**src/rtl/i2c_write_sequencer.sv**
```systemverilog
// -----------------------------------------------------------------------------
// i2c_write_sequencer
//
// Command source for a single-byte I2C master. Holds a table of
// (7-bit slave address, data byte) entries and replays the first L of them as
// back-to-back single-byte write transactions. Typical use is power-up register
// initialisation of an I2C peripheral.
//
// Each entry is issued with a one-cycle o_write_start pulse. The sequencer then
// waits for the master to raise busy, waits for busy to fall, and re-issues the
// entry on master error, up to MAX_RETRIES times. A fixed idle gap separates
// consecutive transactions. If the master stays in one phase for too long, the
// sequence is aborted with a timeout code.
//
// Ports
//   i_clk            clock, all logic on rising edge
//   i_rst            synchronous active-high reset
//   i_tbl_wr_en      table write strobe (dropped while o_seq_busy)
//   i_tbl_wr_idx     table write index
//   i_tbl_wr_addr    slave address for the entry
//   i_tbl_wr_data    data byte for the entry
//   i_seq_len        number of entries to run, sampled on accepted i_go
//   i_go             start pulse, accepted only while idle
//   o_seq_busy       high from accepted i_go until o_seq_done
//   o_seq_done       one-cycle completion pulse
//   o_err_code       0 ok, 1 retries exhausted, 2 timeout (held until next go)
//   o_fail_idx       index of the failing entry, 0 when o_err_code is 0
//   o_slave_addr     to master i_slave_addr
//   o_wr_byte        to master i_wr_byte
//   o_write_start    to master i_write_start, one-cycle pulse
//   i_master_busy    from master o_busy
//   i_master_error   from master o_error
// -----------------------------------------------------------------------------
module i2c_write_sequencer #(
  parameter int NUM_ENTRIES  = 16,
  parameter int GAP_CYCLES   = 100,
  parameter int MAX_RETRIES  = 2,
  parameter int BUSY_TIMEOUT = 65535,
  localparam int IDX_W       = $clog2(NUM_ENTRIES)
) (
  input  logic             i_clk,
  input  logic             i_rst,
  input  logic             i_tbl_wr_en,
  input  logic [IDX_W-1:0] i_tbl_wr_idx,
  input  logic [6:0]       i_tbl_wr_addr,
  input  logic [7:0]       i_tbl_wr_data,
  input  logic [IDX_W:0]   i_seq_len,
  input  logic             i_go,
  output logic             o_seq_busy,
  output logic             o_seq_done,
  output logic [1:0]       o_err_code,
  output logic [IDX_W-1:0] o_fail_idx,
  output logic [6:0]       o_slave_addr,
  output logic [7:0]       o_wr_byte,
  output logic             o_write_start,
  input  logic             i_master_busy,
  input  logic             i_master_error
);

  // ---------------------------------------------------------------------------
  // Widths and constants
  // ---------------------------------------------------------------------------
  localparam int LEN_W = IDX_W + 1;
  localparam int GAP_W = $clog2(GAP_CYCLES + 1);
  localparam int TMO_W = $clog2(BUSY_TIMEOUT + 1);
  localparam int RTY_W = (MAX_RETRIES > 0) ? $clog2(MAX_RETRIES + 1) : 1;

  localparam logic [LEN_W-1:0] NUM_L     = LEN_W'(NUM_ENTRIES);
  localparam logic [GAP_W-1:0] GAP_LAST  = GAP_W'(GAP_CYCLES - 1);
  localparam logic [TMO_W-1:0] TMO_LAST  = TMO_W'(BUSY_TIMEOUT - 1);
  localparam logic [RTY_W-1:0] RTY_LIMIT = RTY_W'(MAX_RETRIES);

  localparam logic [1:0] ERR_OK      = 2'd0;
  localparam logic [1:0] ERR_RETRIES = 2'd1;
  localparam logic [1:0] ERR_TIMEOUT = 2'd2;

  typedef enum logic [2:0] {
    S_IDLE,
    S_ISSUE,
    S_WAIT_ACCEPT,
    S_WAIT_DONE,
    S_GAP,
    S_FINISH
  } state_e;

  // ---------------------------------------------------------------------------
  // Command table: {addr[6:0], data[7:0]} per entry
  // ---------------------------------------------------------------------------
  logic [14:0] tbl_q [NUM_ENTRIES];
  logic        busy_q;
  logic        tbl_wr_ok;

  // Writes are dropped while a sequence runs so the replayed contents cannot
  // change under the sequencer. The index guard matters for non power-of-two
  // depths.
  assign tbl_wr_ok = i_tbl_wr_en && !busy_q && (int'(i_tbl_wr_idx) < NUM_ENTRIES);

  // NOTE: the table has no reset on purpose. Contents must survive a mid-run
  // reset, and leaving a storage array out of reset keeps it mappable to plain
  // flops/RAM without a reset fan-out to every bit.
  always_ff @(posedge i_clk) begin
    if (tbl_wr_ok) begin
      tbl_q[i_tbl_wr_idx] <= {i_tbl_wr_addr, i_tbl_wr_data};
    end
  end

  // ---------------------------------------------------------------------------
  // Sequencer state
  // ---------------------------------------------------------------------------
  state_e           state_q;
  logic [IDX_W-1:0] idx_q;
  logic [LEN_W-1:0] len_q;
  logic [RTY_W-1:0] retry_q;
  logic [GAP_W-1:0] gap_q;
  logic [TMO_W-1:0] tmo_q;
  logic             err_q;
  logic             done_q;
  logic [1:0]       code_q;
  logic [IDX_W-1:0] fail_q;
  logic [6:0]       addr_q;
  logic [7:0]       byte_q;
  logic             start_q;

  logic [LEN_W-1:0] seq_len_eff;
  logic [14:0]      tbl_rd;
  logic             err_now;
  logic             last_entry;

  // Effective length is clamped to the table depth.
  assign seq_len_eff = (i_seq_len > NUM_L) ? NUM_L : i_seq_len;
  assign tbl_rd      = tbl_q[idx_q];

  // An error reported in the same cycle busy falls still counts.
  assign err_now    = err_q | i_master_error;
  assign last_entry = ({1'b0, idx_q} == (len_q - LEN_W'(1)));

  // NOTE: all state and registered outputs use non-blocking assignments so
  // every register samples the pre-edge value of every other register.
  always_ff @(posedge i_clk) begin
    if (i_rst) begin
      state_q <= S_IDLE;
      idx_q   <= '0;
      len_q   <= '0;
      retry_q <= '0;
      gap_q   <= '0;
      tmo_q   <= '0;
      err_q   <= 1'b0;
      busy_q  <= 1'b0;
      done_q  <= 1'b0;
      code_q  <= ERR_OK;
      fail_q  <= '0;
      addr_q  <= '0;
      byte_q  <= '0;
      start_q <= 1'b0;
    end else begin
      // Pulse outputs default low; only ISSUE/FINISH raise them.
      start_q <= 1'b0;
      done_q  <= 1'b0;

      case (state_q)
        S_IDLE: begin
          if (i_go) begin
            busy_q  <= 1'b1;
            code_q  <= ERR_OK;
            fail_q  <= '0;
            len_q   <= seq_len_eff;
            idx_q   <= '0;
            retry_q <= '0;
            err_q   <= 1'b0;
            state_q <= (seq_len_eff == '0) ? S_FINISH : S_ISSUE;
          end
        end

        S_ISSUE: begin
          // Address and data stay stable until the next ISSUE.
          addr_q  <= tbl_rd[14:8];
          byte_q  <= tbl_rd[7:0];
          start_q <= 1'b1;
          tmo_q   <= '0;
          state_q <= S_WAIT_ACCEPT;
        end

        S_WAIT_ACCEPT: begin
          if (i_master_busy) begin
            tmo_q   <= '0;
            state_q <= S_WAIT_DONE;
          end else if (tmo_q == TMO_LAST) begin
            code_q  <= ERR_TIMEOUT;
            fail_q  <= idx_q;
            state_q <= S_FINISH;
          end else begin
            tmo_q <= tmo_q + TMO_W'(1);
          end
        end

        S_WAIT_DONE: begin
          err_q <= err_now;
          if (!i_master_busy) begin
            gap_q <= '0;
            if (err_now) begin
              if (retry_q < RTY_LIMIT) begin
                // Same entry again after the gap.
                retry_q <= retry_q + RTY_W'(1);
                state_q <= S_GAP;
              end else begin
                code_q  <= ERR_RETRIES;
                fail_q  <= idx_q;
                state_q <= S_FINISH;
              end
            end else if (last_entry) begin
              state_q <= S_FINISH;
            end else begin
              idx_q   <= idx_q + IDX_W'(1);
              retry_q <= '0;
              state_q <= S_GAP;
            end
          end else if (tmo_q == TMO_LAST) begin
            code_q  <= ERR_TIMEOUT;
            fail_q  <= idx_q;
            state_q <= S_FINISH;
          end else begin
            tmo_q <= tmo_q + TMO_W'(1);
          end
        end

        S_GAP: begin
          if (gap_q == GAP_LAST) begin
            err_q   <= 1'b0;
            state_q <= S_ISSUE;
          end else begin
            gap_q <= gap_q + GAP_W'(1);
          end
        end

        S_FINISH: begin
          busy_q  <= 1'b0;
          done_q  <= 1'b1;
          state_q <= S_IDLE;
        end

        default: state_q <= S_IDLE;
      endcase
    end
  end

  // ---------------------------------------------------------------------------
  // Outputs (all registered)
  // ---------------------------------------------------------------------------
  assign o_seq_busy    = busy_q;
  assign o_seq_done    = done_q;
  assign o_err_code    = code_q;
  assign o_fail_idx    = fail_q;
  assign o_slave_addr  = addr_q;
  assign o_wr_byte     = byte_q;
  assign o_write_start = start_q;

endmodule

```
**config.mk**
```make
export PLATFORM = sky130hd
export DESIGN_NAME = i2c_write_sequencer
export DESIGN_NICKNAME = d
export VERILOG_FILES = /design/src/rtl/i2c_write_sequencer.sv
export SDC_FILE = /design/constraint.sdc
export NUM_CORES = 1
export LEC_CHECK = 0
export CORE_MARGIN = 10
export CORE_UTILIZATION = 54
export DETAILED_ROUTE_END_ITERATION = 8
export DONT_BUFFER_PORTS = 1
export PLACE_DENSITY = 0.77
export SKIP_CTS_REPAIR_TIMING = 1
export SYNTH_ARGS = -nofsm -noshare
export SYNTH_HDL_FRONTEND = slang
export SYNTH_SLANG_ARGS = --single-unit
```
**constraint.sdc**
```tcl
create_clock -name i_clk -period 2.3 [get_ports i_clk]
set_clock_uncertainty 0.05 [all_clocks]
set_input_delay 0 -clock i_clk [delete_from_list [all_inputs] [get_ports i_clk]]
set_output_delay 0 -clock i_clk [all_outputs]
set_load 0.03 [all_outputs]
```
==> results.toml <==
[detailed_routing]
viasPerCell = 6.26
num_vias = 6994
routed_wl_um = 26800
dr.pass1.iters = 5
antenna_left = 0
wl_per_cell_um = 24.0
initialDrtViolationCount = 857
drc = 0

[finish]
layout_common_cells = "edfxtp_1 (240), mux4_2 (60), dfxtp_1 (59)"
nNetsFinal = 849
antenna_cells = 0
drive_gt1_share_pct = 21.2
fill_cells = 1489
layout_commonest_cell = "edfxtp_1"
fin_util_pct = 64.3
syn2layout_area_growth_pct = 16.4

[worst_setup_path]
cp_data_arrival_time_ps = 2360
path_buf_inv = 2
r2r_slack_ps = 140
timing.rr.start = "o_seq_busy$_SDFFE_PP0P_"
max_stage_delay_ps = 590
endpoint_kind = "flip-flop"
crit_start = "o_seq_busy$_SDFFE_PP0P_"
path_cells = "nand2b_1 > or3_1 > nor3_2 > dlygate4sd3_1 > buf_4"
crit_type = "reg2reg"
crit_slowest_cell = "dlygate4sd3_1"
worstPathRequired_ps = 2500
crit_family = "buffers and inverters"
critPathLaunchType = "flip-flop"
path_max_fanout = 9

[synthesis]
synth_area_per_cell_um2 = 16.6
async_flop_share_pct = 0
ys.warnings.count = 0
synth_seq_cells = 302
ys_seq_area_share_pct = 69.7
yosysUniqueCellTypes = 60
ys.flop_type = "edfxtp_1"
synth_nets = 765
synth_area_um2 = 12100
syn-instance-count = 730
synth_edf_count = 240

[cts]
cts_max_path_buffers = 3
cts_made_buffers = 30
ctsRootBufferMaster = "clkbuf_16"
h-tree-depth = 1
tritoncts = "yes"
path_clk_slew_ps = 60
cts.sinks = 302
clock_latency_ps = 570

[timing]
timing.final.crit_share_pct = 94.1
setup_viol = 0
rsz0062_at_grt = "no"
slew_headroom_pct = 24.8
maxSlewViolCount = 0
min_period_ps = 2160
tightest_slew_ps = 1120
holdWs_ps = -12.7
finalHoldViolCount = 5
fmax_mhz = 462
final.setup.tns_ps = 0

[global_route]
grt_max_degree = 44
overflow = 0
grt_pass1_wl_um = 40700
track_usage_pct = 18.2
first_global_vias = 6933
antenna_found_initial = 0

[placement]
place_congestion = 0.860
dp_hpwl_um = 17200
port_buffers = 0

[power]
p_leak_nw = 4.64
irDropWorstVdd_mv = 0.754
powerDensity_nw_per_um2 = 822
power_mw = 11.6

[floorplan]
rows = 54
initial_utilization_pct = 55.2
dieArea_um2 = 28800
die_w_um = 170
die_h_um = 170
core_region_area_um2 = 22000
ios = 54

[status]
violations = "hold timing"
status = "complete, but fails checks"

[hold_path]
worst_hold_path_type = "in2reg"
min_from = "i_tbl_wr_idx[2]"

[run]
cap_violations = 0
==> tightest hold or removal path: stages <==
cell and delay [ps]:
nor2_1 30, nand2_1 140, nor3_2 80, buf_4 170
==> cells by family after synthesis <==
kind of cell	count (synthesis)	share of synthesized area, %
buffers and inverters	47	1.66
xor gates and xnor gates	19	1.37
muxes	93	13.9
AOI/OAI and AO/OA	102	5.70
DFF	302	69.7
and+or+nand+nor	162	7.17
adders and majority gates	5	0.516
==> stage by stage <==
step | cell area [um^2] | std cells | hold slack [ps] | setup slack, ps
floorplan | 12100 | 730 | 48.9 | 59.8
finish | 14100 | 1118 | -12.7 | 137
CTS | 13800 | 1086 | -566 | 75.3
global route | 14100 | 1118 | 10.7 | 3.71
global placement | 12800 | 1030 | 24.0 | 166
detailed placement | 12800 | 1030 | 25.7 | 71.8
==> registers in the layout, summed over array words and instances (netlist names), 2 cells and up <==
| signal | flops |
|---|---|
| tbl_q | 240 |
| len_q | 5 |
| retry_q | 2 |
| o_fail_idx | 4 |
| idx_q | 4 |
| tmo_q | 16 |
| gap_q | 7 |
| o_slave_addr | 7 |
| state_q | 3 |
| o_err_code | 2 |
| o_wr_byte | 8 |
==> Yosys cell counts, types with 4 or more instances <==
master / n / share of area [%]
nand2b_1: 9 / 0.46
mux4_2: 60 / 11
nand3b_1: 6 / 0.37
o22ai_1: 18 / 0.93
o21ai_0: 6 / 0.25
a21o_1: 18 / 1.1
nor3_1: 15 / 0.62
dfxtp_1: 62 / 10
mux2i_1: 33 / 2.7
o21a_1: 5 / 0.31
a211oi_1: 5 / 0.31
or3_1: 8 / 0.41
xor2_1: 6 / 0.43
inv_1: 9 / 0.28
nor2_1: 44 / 1.4
a21oi_1: 23 / 0.95
clkbuf_1: 16 / 0.50
ha_1: 5 / 0.52
nand4_1: 5 / 0.26
or2_2: 4 / 0.21
xnor2_1: 13 / 0.94
nand3_1: 7 / 0.29
edfxtp_1: 240 / 59
nor2b_1: 5 / 0.26
nand2_1: 35 / 1.1
buf_1: 6 / 0.19
buf_2: 14 / 0.58
==> layer usage <==
metal,global-route usage (%),routed length (um),up-vias
li1,-,-,3070
met1,23.2,10700,3566
met2,30.6,13400,310
met3,4.07,2140,48
met4,5.49,605,0
met5,0,0,-
==> path summary, 6_finish.rpt <==
check                                              end  depth (start not counted)
worst max-delay path            tbl_q[0][14]$_DFFE_PP_                          5
worst min-delay path             tbl_q[8][0]$_DFFE_PP_                          4
worst max register to register  tbl_q[0][14]$_DFFE_PP_                          5
worst min register to register   len_q[1]$_SDFFE_PP0P_                          2
==> cell type report <==
| class | instances | area (um^2) | share of cell area (%) |
|---|---|---|---|
| Sequential cell | 302 | 8450 | 59.9 |
| Multi-Input combinational cell | 381 | 3500 | 24.8 |
| Clock buffer | 50 | 896 | 6.35 |
| Timing Repair Buffer | 90 | 818 | 5.80 |
| Tap cell | 280 | 350 | 2.48 |
| Clock inverter | 6 | 56.3 | 0.399 |
| Inverter | 9 | 33.8 | 0.239 |
==> report_power, final <==
group          leakage, nW  total [mW]  switching [mW]  internal (mW)
logic                 1.51       0.798           0.475          0.322
clock network        0.460        4.62            1.97           2.65
registers             2.67        6.18           0.170           6.01
total                 4.64        11.6            2.62           8.99
Power figures use the tool's default switching activity.
